## config.mk

```make
export PLATFORM = sky130hd
export DESIGN_NAME = controller_report_bridge
export DESIGN_NICKNAME = d
export VERILOG_FILES = /design/src/rtl/controller_report_bridge.sv
export SDC_FILE = /design/constraint.sdc
export NUM_CORES = 1
export LEC_CHECK = 0
export BUFFER_PORTS_ARGS = -buffer_cell sky130_fd_sc_hd__buf_2
export CAP_MARGIN = 30
export CORE_ASPECT_RATIO = 0.7
export CORE_MARGIN = 2
export CORE_UTILIZATION = 55
export CTS_BUF_LIST = sky130_fd_sc_hd__clkbuf_8
export DETAILED_ROUTE_END_ITERATION = 16
export PLACE_DENSITY = 0.9
export SETUP_SLACK_MARGIN = 0.1
export SLEW_MARGIN = 20
export SYNTH_ARGS = -nofsm -noshare
export SYNTH_HDL_FRONTEND = slang
export SYNTH_SLANG_ARGS = --single-unit
```

## constraint.sdc

```tcl
create_clock -name clk -period 5.1 [get_ports clk]
set_clock_uncertainty 0.05 [all_clocks]
set_input_delay 0.51 -clock clk [delete_from_list [all_inputs] [get_ports clk]]
set_output_delay 0.51 -clock clk [all_outputs]
set_load 0.005 [all_outputs]
```

## src/rtl/controller_report_bridge.sv

```systemverilog
// controller_report_bridge: Avalon-MM gamepad report latched once per VGA frame, optional CTRL_DEBOUNCE_EN per-bit debounce
module controller_report_bridge #(
  parameter int TIMEOUT_FRAMES = 60
`ifdef CTRL_DEBOUNCE_EN
  , parameter int DEBOUNCE_FRAMES = 2
`endif
) (
  input  logic       clk,
  input  logic       reset,
  input  logic       chipselect,
  input  logic       write,
  input  logic       read,
  input  logic [1:0] address,
  input  logic [7:0] writedata,
  output logic [7:0] readdata,
  input  logic       vga_vs,
  output logic [7:0] controller_report,
  output logic [7:0] press_pulse,
  output logic       stale
);
  localparam int IW = $clog2(TIMEOUT_FRAMES + 1);
  logic          vs_q, vs_fall, wr, rd, flush, pending, timeout, apply;
  logic [7:0]    shadow, sticky, fresh, committed, report_next, frame_count;
  logic [IW-1:0] idle_frames, idle_inc;
  assign vs_fall  = vs_q & ~vga_vs;
  assign wr       = chipselect & write;
  assign rd       = chipselect & read;
  assign flush    = wr & (address == 2'd3) & writedata[0];
  assign fresh    = shadow | sticky;
  assign idle_inc = (idle_frames == IW'(TIMEOUT_FRAMES)) ? idle_frames : idle_frames + 1'b1;
  assign timeout  = vs_fall & ~pending & (idle_frames != IW'(TIMEOUT_FRAMES)) & (idle_inc == IW'(TIMEOUT_FRAMES));
`ifdef CTRL_DEBOUNCE_EN
  localparam int DW = $clog2(DEBOUNCE_FRAMES + 1);
  logic [7:0]    target, want, flip;
  logic [DW-1:0] db_cnt [8];
  assign want      = pending ? fresh : target;
  assign committed = controller_report ^ flip;
  assign apply     = 1'b1;
  // a bit flips only after enough consecutive commits disagree with it
  always_comb begin
    flip = '0;
    for (int i = 0; i < 8; i++) flip[i] = (want[i] != controller_report[i]) && (int'(db_cnt[i]) + 1 >= DEBOUNCE_FRAMES);
  end
  // per-bit disagreement counters and the last requested report
  always_ff @(posedge clk or posedge reset)
    if (reset) begin
      target <= '0;
      for (int i = 0; i < 8; i++) db_cnt[i] <= '0;
    end else if (flush || timeout) begin
      target <= '0;
      for (int i = 0; i < 8; i++) db_cnt[i] <= '0;
    end else if (vs_fall) begin
      target <= want;
      for (int i = 0; i < 8; i++) db_cnt[i] <= (want[i] != controller_report[i] && !flip[i]) ? db_cnt[i] + 1'b1 : '0;
    end
`else
  assign committed = fresh;
  assign apply     = pending;
`endif
  assign report_next = timeout ? 8'h00 : apply ? committed : controller_report;
  // frame commit, register writes, watchdog and registered reads
  always_ff @(posedge clk or posedge reset)
    if (reset) begin
      vs_q              <= 1'b1;
      shadow            <= '0;
      sticky            <= '0;
      pending           <= 1'b0;
      controller_report <= '0;
      press_pulse       <= '0;
      frame_count       <= '0;
      idle_frames       <= '0;
      stale             <= 1'b0;
      readdata          <= '0;
    end else begin
      vs_q        <= vga_vs;
      press_pulse <= (vs_fall & ~flush) ? report_next & ~controller_report : 8'h00;
      if (vs_fall) frame_count <= frame_count + 8'd1;
      if (vs_fall) controller_report <= report_next;
      if (vs_fall & ~pending) idle_frames <= idle_inc;
      if (vs_fall & pending) begin
        sticky  <= '0;
        pending <= 1'b0;
      end
      if (timeout) stale <= 1'b1;
      if (wr && address == 2'd0) begin
        shadow      <= writedata;
        sticky      <= ((vs_fall & pending) ? 8'h00 : sticky) | writedata;
        pending     <= 1'b1;
        idle_frames <= '0;
        stale       <= 1'b0;
      end
      if (flush) begin
        shadow            <= '0;
        sticky            <= '0;
        pending           <= 1'b0;
        controller_report <= '0;
      end
      if (rd) readdata <= (address == 2'd0) ? shadow :
                          (address == 2'd1) ? controller_report :
                          (address == 2'd2) ? frame_count : {6'b0, stale, pending};
    end
endmodule

```

# [Word-level counts from Yosys, hierarchy flattened]
# Index checks and enable logic that the tools add are counted.
[totals] ff_bits=57 latch_bits=0 mem_bits_rw=0 mem_bits_ro=0 input_bits=16 out_inout_bits=25 elab_cells=63 n_memories=0
[op_classes] add_sub_neg=2 n_mul=0 div=0 order_cmp=0 eq_ne=6 shifts=0 n_mux=21 bitwise=17 reduce_logical=7
[ops] operator="$mux 8" n=13
[ops] operator="$mux 6" n=3
[ops] operator="$or 8x8->8" n=2
[ops] operator="$eq 6x6->1 const B" n=2
[ops] operator="$and 1x1->1" n=10
[ops] operator="$add 8x1->8 const B" n=1
[ops] operator="$and 8x8->8" n=1
[ops] operator="$not 8->8" n=1
[ops] operator="$reduce_bool 2->1" n=4
[ops] operator="$add 6x1->6 const B" n=1
[ops] operator="$ne 6x6->1 const B" n=1
[ops] operator="$mux 1" n=5
[ops] operator="$eq 2x2->1 const B" n=2
[ops] operator="$not 1->1" n=3
[ops] operator="$reduce_bool 3->1" n=1
[ops] operator="$eq 2x1->1 const B" n=1
[ops] operator="$logic_not 2->1" n=1
[ops] operator="$logic_and 1x1->1" n=1

# [Longest topological paths before layout]
# Gate-level depths: netlist (run 1).
[depth] depth_word=8 mapped_depth=7 mapped_depth_nobuf=7

# [Worst setup path after synthesis (run 1)]
# No wires, ideal clock.
[synth_timing] kind="flip-flop to flip-flop" startpoint="register idle_frames[0]" endpoint="register controller_report[1]" setup_ns=0.126 t_arrival_ns=1.767 required_time_ns=4.924 path_slack_ns=3.157 path_stages_with_launch=7 n_path_buf=0 period_less_slack_ns=1.943 cell_sequence="dfrtp_1 -> inv_1 -> ha_1 -> nor4_4 -> o221ai_2 -> o21a_4 -> a221o_1"
[synth_between] elab_chain_cells=7 elab_cells_between_ends=10 cone_classes="add/sub (1); eq/ne (3); mux (4); bitwise (2)"
[synth_lines] element="start, declared" line_no="24" source="logic [IW-1:0] idle_frames, idle_inc;"
[synth_lines] element="start signal, assigned" line_no="79" source="if (vs_fall & ~pending) idle_frames <= idle_inc;"
[synth_lines] element="$add 6x1->6 or $eq 6x6->1 (tied branches)" line_no="30" source="assign idle_inc = (idle_frames == IW'(TIMEOUT_FRAMES)) ? idle_frames : idle_frames + 1'b1;"
[synth_lines] element="$mux 6" line_no="30"
[synth_lines] element="$eq 6x6->1" line_no="31" source="assign timeout = vs_fall & ~pending & (idle_frames != IW'(TIMEOUT_FRAMES)) & (idle_inc == IW'(TIMEOUT_FRAMES)) ..."
[synth_lines] element="$and 1x1->1 *" line_no="31"
[synth_lines] element="$mux 8 *" line_no="60" source="assign report_next = timeout ? 8'h00 : apply ? committed : controller_report;"
[synth_lines] element="$mux 8 *" line_no="78" source="if (vs_fall) controller_report <= report_next;"
[synth_lines] element="$mux 8 *" line_no="92" source="if (flush) begin"
[synth_lines] element="end signal, assigned" line_no="78"
[synth_lines] element="end, declared" line_no="17" source="output logic [7:0] controller_report,"
# Mark *: on every way between the ends. The rest lies on a longest branch, timed or not. The select of a mux whose other input is x is not followed.
# A chain may end at the register's enable or synchronous reset.

# [Worst setup path in the final report (run 1)]
[layout_timing] startpoint="input port address[0]" endpoint="register controller_report[1]"
[layout_between] elab_chain_cells=4 elab_cells_between_ends=5 cone_classes="eq/ne (1); mux (1); bitwise (2); reduce/logical (1)"
[layout_lines] element="start, declared" line_no="13" source="input logic [1:0] address,"
[layout_lines] element="$eq 2x2->1 *" line_no="28" source="assign flush = wr & (address == 2'd3) & writedata[0];"
[layout_lines] element="$and 1x1->1 * (2 in series)" line_no="28"
[layout_lines] element="$mux 8 or $reduce_bool 2->1 (tied branches)"
# Mark *: on every way between the ends. The rest lies on a longest branch, timed or not.

==> summary.txt, run 1 <==
vias per inst - 5.861
vias in the first global route - 1899
Post-Synthesis Cells - 236
Die H - 61.51 um
crit-path max cell delay - 0.62 ns
CTS sink cnt - 57
unrepaired setup endpoints after global routing - false
Cell Area, Synth - 2599 um^2
gpl congestion - 0.8957
Least-Margin Pin Slew - 0.7653 ns
Leak Pwr - 0.001479 uW
CTS Root Cell - clkbuf_8
postcts setup bufs - 0
initial core utilization - 58.67%
IR drop worst, VDD - 224.1 uV
Reg clk slew, reported paths - 0.06 ns
die area - 5300 um^2
gr usage total - 25.01%
FF+latch count, synth - 57
top cells by count, synth - dfrtp_1 (56), nand2_1 (25), nor2_1 (24)
syn_nets - 255
layout cell share with drive strength beyond 1 - 28.17%
worst r2r path cells - 3
Via Count - 1987
Core ar. - 4429 um^2
Max Slew Vio Count - 0
Hold/Removal Path Class - in -> reg
grt ovf - 0
setup TNS - 0 ns
die span in x - 86.16 um
Post-layout nets - 298
# IOs - 41
max frequency - 476.9 MHz
Num CTS Buffers - 9
count of different cell masters after synthesis - 47
Clock Latency Late Sink - 0.34 ns
Cell Pwr Density - 444.2 nW/um^2
WHS Path Cells - 1
slowest stage cell, crit path - nor2b_1
worst endpoint required time - 5.28 ns
main area contributors after synthesis - dfrtp_1 (54%), a22o_1 (5.1%), nand2_1 (3.6%), nor2_1 (3.5%), mux2i_1 (3.1%)
reg2reg start - vs_q$_DFF_PP1_
fin crit share - 41.11%
Clock Tree Buf Depth - 2
Avg WL per Cell - 17.04 um
post-synthesis sequential area ratio - 54.94%
worst hold path endpoint - vs_q$_DFF_PP1_
Max-cap violations - 0
drt total wl - 5778 um
pre-CTS WS - 2.689 ns
initial antenna violation count - 0
reg-to-reg endpoint - press_pulse[1]$_DFF_PP0_
dpl cells - 323
outcome - complete, no violations
iteration-0 DRC count of the detailed router - 232
Setup CP Type - in -> reg
Main synth FF type - dfrtp_1
router iterations before antenna repair - 4
most numerous cell in the Yosys netlist - dfrtp_1
share of the synthesized area in the top cell type - 53.92%
Post-DP HPWL - 4030 um
# diodes - 0
CTS tree - done
Remaining DRCs - 0
Hold Startpoint - vga_vs
setup ws final - 3.003 ns
EDFF count, synth - 0
Worst Setup End Kind - flip-flop
Slew Limit Headroom - 48.87%
R2R Setup Slk - 3.01 ns
endpoints failing setup - 0
Worst setup SP type - input port
Mapped Avg Cell Area - 11.01 um^2
post-CTS sizing - 0
Area Overhead vs Synth - 18.15%
CTS H-tree lvls - 3
input/output buffers - 40
Min Clock Period, post-route - 2.097 ns
DRT antenna net count - 0
first-pass GRT wire length - 9597 um
CP Max Fanout - 11
non-filler cells, final - 339
Hold Violations, Final - 0
CTS Hold Bufs - 0
Post-synth ARST share - 100.0%
Synth Warn # - 0
pin count of the biggest net entering global routing - 58
area leader, netlist - dfrtp_1
Site Rows - 20
crit-path cells - buf_2, and3_1, nor2b_1, nor2_1, o21a_4, a221o_1
critical path arrival - 2.28 ns
## kinds of logic after synthesis
logic type	after synthesis	share of synthesized area [%]
XOR/XNOR	8	2.696
multiplexers	12	5.681
adder cells (fa/ha/maj)	3	1.445
AO/OA/AOI/OAI	56	16.08
flip-flops	57	54.94
buffers and inverters	13	2.022
AND/OR/NAND/NOR	87	17.14
## worst max-delay path by stage
stage | slack, ns | start | endpoint | depth (start not counted)
after CTS | 3.02 | idle_frames[0]$_DFFE_PP0P_ | controller_report[1]$_DFFE_PP0P_ | 6
after floorplan | 3.14 | reset | apply$_DFFE_PP0P_ | 1
final | 3.00 | address[0] | controller_report[1]$_DFFE_PP0P_ | 6
after global placement | 2.78 | address[0] | controller_report[1]$_DFFE_PP0P_ | 6
after global routing | 2.83 | vs_q$_DFF_PP1_ | press_pulse[0]$_DFF_PP0_ | 3
after detailed placement | 2.69 | address[0] | controller_report[1]$_DFFE_PP0P_ | 6
## sequential cells by signal, summed over array words and instances, names as in the netlist
name and flops:
controller_report 8, vs_q 1, readdata 8, sticky 8, stale 1, idle_frames 6
press_pulse 8, shadow 8, frame_count 8, apply 1
## per-stage QoR
stage	power, uW	hold slack [ns]	util (%)	cell area [um^2]
2_1_floorplan	801.8	0.3957	-	2599
3_3_place_gp	873.4	0.4066	64.15	2841
3_5_place_dp	887.7	0.4145	64.15	2841
4_1_cts	1373	0.2271	69.32	3070
5_1_grt	1441	0.2273	69.32	3070
6_report	1364	0.2436	69.32	3070
## worst max-delay path, delay by kind of cell
kind | cells | cell delay, ns
AOI/OAI and AO/OA | 2 | 0.53
and+or+nand+nor | 3 | 0.96
buffers and inverters | 1 | 0.27
## area by class of cell
class / instances / area (um^2)
clock buffers: 11 / 151.4
clock inverters: 5 / 77.57
fillers: 331 / 1359
well taps: 55 / 68.82
multi-input cells: 166 / 1119
flip-flops and latches: 57 / 1428
inverters: 3 / 11.26
repair buffers: 42 / 215.2
## power by group
part           switching [uW]  internal, uW
sequential               87.5           536
combinational             133           128
clock                     181           300
## routing by layer
layer	vias up	share of wire [%]	GRT usage [%]
met5	-	0	0
met4	0	1.7	7.710
met3	12	9.7	9.517
met2	93	42	35.88
met1	940	46	35.61
li1	942	-	-
## layout by cell type, fill, tap and decap left out, types with 2 or more instances in the layout
cell / instances
a22o_1: 15
and3_1: 4
a21o_2: 4
clkinv_2: 2
buf_4: 2
a21o_1: 2
o21ai_0: 8
nor3_1: 7
nor3b_1: 2
a221o_1: 2
mux2i_1: 8
nand4_1: 3
xor2_1: 3
o22ai_1: 6
mux4_2: 2
nand2_1: 25
ha_1: 3
a21oi_1: 9
or2_2: 2
nor2b_1: 3
bufinv_16: 2
nand3_1: 7
xnor2_1: 5
nor2_1: 24
clkbuf_8: 11
mux2_2: 2
dfrtp_1: 56
inv_1: 2
buf_2: 40
(Power assumes the default switching activity.)
==> inputs of run 2 (changes only) <==
--- a/config.mk
+++ b/config.mk
@@ -9,7 +9,7 @@
 export CAP_MARGIN = 30
 export CORE_ASPECT_RATIO = 0.7
 export CORE_MARGIN = 2
-export CORE_UTILIZATION = 55
+export CORE_UTILIZATION = 53
 export CTS_BUF_LIST = sky130_fd_sc_hd__clkbuf_8
 export DETAILED_ROUTE_END_ITERATION = 16
 export PLACE_DENSITY = 0.9
==> constraint.sdc (replaced) <==
create_clock -name clk -period 1.8 [get_ports clk]
set_clock_uncertainty 0.05 [all_clocks]
set_input_delay 0.18 -clock clk [delete_from_list [all_inputs] [get_ports clk]]
set_output_delay 0.18 -clock clk [all_outputs]
set_load 0.005 [all_outputs]
==> run 2 against run 1 <==
  * The flow now finishes with violations (setup timing)
  * Wire length is 20% higher
  * Register-to-register slack worse by 3.0 ns
  * Worst hold slack worse by 0.22 ns
  * Non-clock buffer count is 21 higher
  * Via count is 11% higher
  * Sequential power grew to 2.9 times the previous value
  * Power grew to 3.1 times the previous value
  * Final area is 10% higher
  * Worst setup slack worse by 3.0 ns
  * First-iteration DRC count is 20% higher
  * Global-route usage is 2.3 points higher
  * Cell count is 10% higher
  * Largest power group unchanged
==> summary.txt, run 2 (synthesis results as in run 1) <==
pin count of the biggest net entering global routing - 26
Max Slew Vio Count - 0
hold slack - 0.02821 ns
slowest stage cell, crit path - dfrtp_2
# IOs - 41
Final Core Density - 71.14%
initial antenna violation count - 0
die area - 5488 um^2
Area Overhead vs Synth - 30.19%
# diodes - 0
gr usage total - 27.29%
pre-CTS WS - -0.1510 ns
CTS tree - done
CP Max Fanout - 4
Leak Pwr - 0.001614 uW
crit-path cells - inv_4, ha_4, nor4_4, o221ai_2, o21a_4, a221o_1
max frequency - 555.5 MHz
gpl congestion - 0.8383
crit-path max cell delay - 0.46 ns
worst endpoint required time - 1.97 ns
most frequent cells in the layout - dfrtp_1 (52), buf_2 (40), nand2_1 (25)
Via Count - 2202
total power draw - 4276 uW
reg2reg start - idle_frames[0]$_DFFE_PP0P_
Least-Margin Pin Slew - 0.7485 ns
Post-layout nets - 319
Worst Setup End Kind - flip-flop
first-pass GRT wire length - 11140 um
Remaining DRCs - 0
critical path launch point - idle_frames[0]$_DFFE_PP0P_
Core ar. - 4756 um^2
Slew Limit Headroom - 49.91%
worst r2r path cells - 6
setup ws final - -0.0003362 ns
worst hold path endpoint - shadow[5]$_DFFE_PP0P_
Setup CP Type - reg -> reg
Site Rows - 21
vias in the first global route - 2165
Cell Pwr Density - 1264 nW/um^2
failing checks - setup timing
Clock Latency Late Sink - 0.34 ns
CTS sink cnt - 57
Reg clk slew, reported paths - 0.07 ns
R2R Setup Slk - -0.0003 ns
iteration-0 DRC count of the detailed router - 278
Hold Violations, Final - 0
router iterations before antenna repair - 5
Clock Tree Buf Depth - 2
Avg WL per Cell - 18.48 um
reg-to-reg endpoint - controller_report[1]$_DFFE_PP0P_
Die H - 62.59 um
DRT antenna net count - 0
initial core utilization - 54.64%
fin crit share - 100.0%
Post-DP HPWL - 4460 um
input/output buffers - 40
critical path arrival - 1.97 ns
Worst setup SP type - flip-flop
grt ovf - 0
outcome - complete, but fails checks
layout cell share with drive strength beyond 1 - 37.05%
Max-cap violations - 0
Hold Startpoint - writedata[5]
endpoints failing setup - 1
CTS Root Cell - clkbuf_8
CTS H-tree lvls - 3
Hold/Removal Path Class - in -> reg
unrepaired setup endpoints after global routing - true
IR drop worst, VDD - 720.5 uV
drt total wl - 6913 um
vias per inst - 5.888
die span in x - 87.70 um
WHS Path Cells - 2
commonest non-fill, non-tap cell in the layout - dfrtp_1
Num CTS Buffers - 9
Min Clock Period, post-route - 1.800 ns
Layout fillers - 305
[run 2: cell count changes in the layout (fill, tap and decap cells not counted), moves of 2 or more]
| cell | previous run | this run |
|---|---|---|
| buf_4 | 2 | 18 |
| dfrtp_1 | 56 | 52 |
| dfrtp_2 | 0 | 4 |
| buf_12 | 0 | 3 |
| dlygate4sd3_1 | 0 | 2 |
| ha_1 | 3 | 1 |
| ha_4 | 0 | 2 |
[run 2: repair_timing]
action,in CTS,in global routing
gates resized for setup,6,11
buffers inserted,4,1
endpoints found under the setup margin,8,16
hold buffers,2,0
endpoints found under the hold margin,13,0
pin swaps,17,2
[run 2: worst max-delay path, delay by kind of cell, from the launching register on]
family | cells | cell delay, ns
DFF | 1 | 0.46
buffers and inverters | 1 | 0.10
AOI/OAI and AO/OA | 3 | 0.72
adders and majority gates | 1 | 0.21
and+or+nand+nor | 1 | 0.14
[run 2: final cells by class]
cell class | instances | area [um^2] | area share (%)
clock inverters | 6 | 106.4 | 3.143
multi-input cells | 166 | 1191 | 35.21
flip-flops and latches | 57 | 1433 | 42.34
well taps | 69 | 86.33 | 2.552
repair buffers | 63 | 415.4 | 12.28
clock buffers | 10 | 137.6 | 4.068
inverters | 3 | 13.76 | 0.4068
[run 2: worst max-delay path by stage]
stage,slack (ns),depth (start not counted),to
finish,-0.0003,6,controller_report[1]$_DFFE_PP0P_
global route,-0.05,6,controller_report[1]$_DFFE_PP0P_
CTS,-0.03,7,controller_report[1]$_DFFE_PP0P_
detailed placement,-0.15,6,controller_report[1]$_DFFE_PP0P_
global placement,0.02,6,controller_report[1]$_DFFE_PP0P_
floorplan,0.07,6,controller_report[1]$_DFFE_PP0P_
[run 2: where the power goes]
part	switching [uW]	leakage (uW)	internal (uW)
combinational	492	0.000781	536
clock	512	0.000124	949
sequential	263	0.000709	1520
[run 2: per-stage QoR]
step / std cells / TNS (ns) / cell area [um^2]
floorplan: 236 / 0 / 2628
global placement: 351 / 0 / 3012
detailed placement: 351 / -0.9214 / 3012
CTS: 373 / -0.03600 / 3339
global route: 374 / -0.1827 / 3383
finish: 374 / -0.0003362 / 3383
[run 2: routing by layer]
metal / wire length (um) / vias up / global-route usage [%] / part of all wire [%]
met5: 0 / - / 0 / 0
met4: 161 / 0 / 11.15 / 2.3
met3: 524 / 16 / 7.662 / 7.6
met2: 3200 / 110 / 39.77 / 46
met1: 3026 / 1093 / 38.54 / 44
li1: - / 983 / - / -
==> inputs of run 3 (changes only) <==
==> constraint.sdc (replaced) <==
create_clock -name clk -period 1.5 [get_ports clk]
set_clock_uncertainty 0.05 [all_clocks]
set_input_delay 0.15 -clock clk [delete_from_list [all_inputs] [get_ports clk]]
set_output_delay 0.15 -clock clk [all_outputs]
set_load 0.005 [all_outputs]
==> run 3 against run 2 <==
  * The flow finishes with violations (hold timing, setup timing)
  * Die area unchanged
  * Via count increased by 15%
  * Utilization grew 9.1 points
  * Non-clock buffer count is 31 higher
  * Sequential power grew 22%
  * Critical path depth shrank 1
  * Power rose by 26%
  * Cell count increased by 8.3%
  * Register-to-register slack worse by 0.45 ns
  * Sequential share of layout area shrank 4.8 points
  * Worst setup slack worse by 0.45 ns
  * Critical endpoint is now controller_report[0]$_DFFE_PP0P_
==> summary.txt, run 3 (synthesis results as in run 1) <==
Hold/Removal Path Class - in -> reg
Remaining DRCs - 0
CTS tree - done
DRT antenna net count - 0
die span in x - 87.70 um
IR drop worst, VDD - 992.0 uV
Max-cap violations - 0
worst r2r path cells - 5
endpoints failing setup - 14
busiest layer in global routing - met2
Final Core Density - 80.27%
Hold Violations, Final - 2
met2 Use GR - 46.78%
initial core utilization - 54.64%
total power draw - 5388 uW
CTS H-tree lvls - 3
Area Overhead vs Synth - 46.89%
Min Clock Period, post-route - 1.955 ns
Hold Startpoint - writedata[4]
vias in the first global route - 2437
reg-to-reg endpoint - controller_report[0]$_DFFE_PP0P_
Setup CP Type - reg -> reg
gr usage total - 32.10%
most frequent cells in the layout - dfrtp_1 (51), buf_2 (40), buf_4 (35)
Core ar. - 4756 um^2
commonest non-fill, non-tap cell in the layout - dfrtp_1
worst endpoint required time - 1.67 ns
met3 usage - 10.30%
Clock Latency Late Sink - 0.35 ns
gpl congestion - 0.8500
failing checks - hold timing, setup timing
Cell Pwr Density - 1411 nW/um^2
Die H - 62.59 um
WHS Path Cells - 2
CTS sink cnt - 57
Worst Setup End Kind - flip-flop
Reg clk slew, reported paths - 0.07 ns
outcome - complete, but fails checks
first-pass GRT wire length - 13000 um
# diodes - 0
Leak Pwr - 0.001811 uW
Post-layout nets - 350
slowest stage cell, crit path - dfstp_2
critical path arrival - 2.12 ns
drt total wl - 8835 um
# IOs - 41
grt ovf - 0
CTS Root Cell - clkbuf_8
max frequency - 511.6 MHz
layout cell share with drive strength beyond 1 - 48.51%
router iterations before antenna repair - 6
reg2reg start - vs_q$_DFF_PP1_
crit-path cells - nand2b_4, nor4_4, o221ai_2, o21a_4, a221o_1
setup ws final - -0.4546 ns
Max Slew Vio Count - 0
pin count of the biggest net entering global routing - 20
Via Count - 2543
unrepaired setup endpoints after global routing - true
vias per inst - 6.279
Clock Tree Buf Depth - 2
Site Rows - 21
hold slack - -0.003474 ns
Worst setup SP type - flip-flop
Post-DP HPWL - 4546 um
critical path launch point - vs_q$_DFF_PP1_
met1 Track Usage GR - 43.22%
crit-path max cell delay - 0.59 ns
Slew Limit Headroom - 50.32%
Avg WL per Cell - 21.81 um
R2R Setup Slk - -0.45 ns
input/output buffers - 40
iteration-0 DRC count of the detailed router - 267
die area - 5488 um^2
initial antenna violation count - 0
CP Max Fanout - 3
Least-Margin Pin Slew - 0.7424 ns
Num CTS Buffers - 9
fin crit share - 130.3%
worst hold path endpoint - shadow[4]$_DFFE_PP0P_
==> run 3: cell count changes in the layout (fill, tap and decap cells not counted), moves of 4 or more <==
cell,previous run,this run
buf_4,18,35
buf_6,0,10
dlygate4sd3_1,2,7
nand3_1,7,2
nor2_1,23,19
nor3_1,7,2
==> run 3: power by group <==
group          switching [uW]  internal [uW]  total [uW]  leakage, uW
clock network             659           1020        1680     0.000115
logic                     764            770        1530     0.000989
registers                 346           1830        2180     0.000707
==> run 3: worst max path at each step <==
stage / endpoint / slack, ns / cells past startpoint
after floorplan: controller_report[1]$_DFFE_PP0P_ / -0.23 / 6
after CTS: controller_report[1]$_DFFE_PP0P_ / -0.29 / 7
after global placement: controller_report[1]$_DFFE_PP0P_ / -0.28 / 6
after global routing: controller_report[0]$_DFFE_PP0P_ / -0.45 / 6
final: controller_report[0]$_DFFE_PP0P_ / -0.45 / 5
after detailed placement: controller_report[1]$_DFFE_PP0P_ / -0.35 / 6
==> run 3: metal layers <==
metal | vias up | share of wire, % | wire (um)
met5 | - | 0 | 0
met4 | 0 | 6.6 | 581
met3 | 59 | 11 | 957
met2 | 215 | 44 | 3896
met1 | 1222 | 38 | 3400
li1 | 1047 | - | -
==> run 3: layout make-up <==
class,instances,area [um^2]
Sequential cell,57,1434
Multi-Input combinational cell,166,1365
Fill cell,260,938.4
Clock buffer,11,151.4
Inverter,3,17.52
Timing Repair Buffer,94,685.7
Tap cell,69,86.33
Clock inverter,5,77.57
==> run 3: through the flow <==
step	worst slack, ns	hold slack, ns	setup TNS, ns	instance area (um^2)	std cells
3_3_place_gp	-0.2757	0.1332	-3.378	3153	368
5_1_grt	-0.4516	0.002642	-3.863	3817	405
4_1_cts	-0.2895	0.0001916	-2.322	3635	401
6_report	-0.4546	-0.003474	-3.731	3817	405
3_5_place_dp	-0.3548	0.1398	-4.715	3153	368
2_1_floorplan	-0.2262	0.1045	-0.8832	2643	236
==> run 3: what timing repair did <==
item | CTS | global route
pin swaps | 8 | 10
gates cloned | 0 | 0
gates resized for setup | 28 | 34
hold buffers | 7 | 0
buffers inserted | 10 | 5
setup endpoints to repair | 31 | 29
endpoints found under the hold margin | 22 | 0
==> run 3: worst max-delay path, delay by kind of cell, from the launching register on <==
| kind | cells | cell delay, ns |
|---|---|---|
| DFF | 1 | 0.59 |
| AOI/OAI and AO/OA | 3 | 0.78 |
| and+or+nand+nor | 2 | 0.39 |
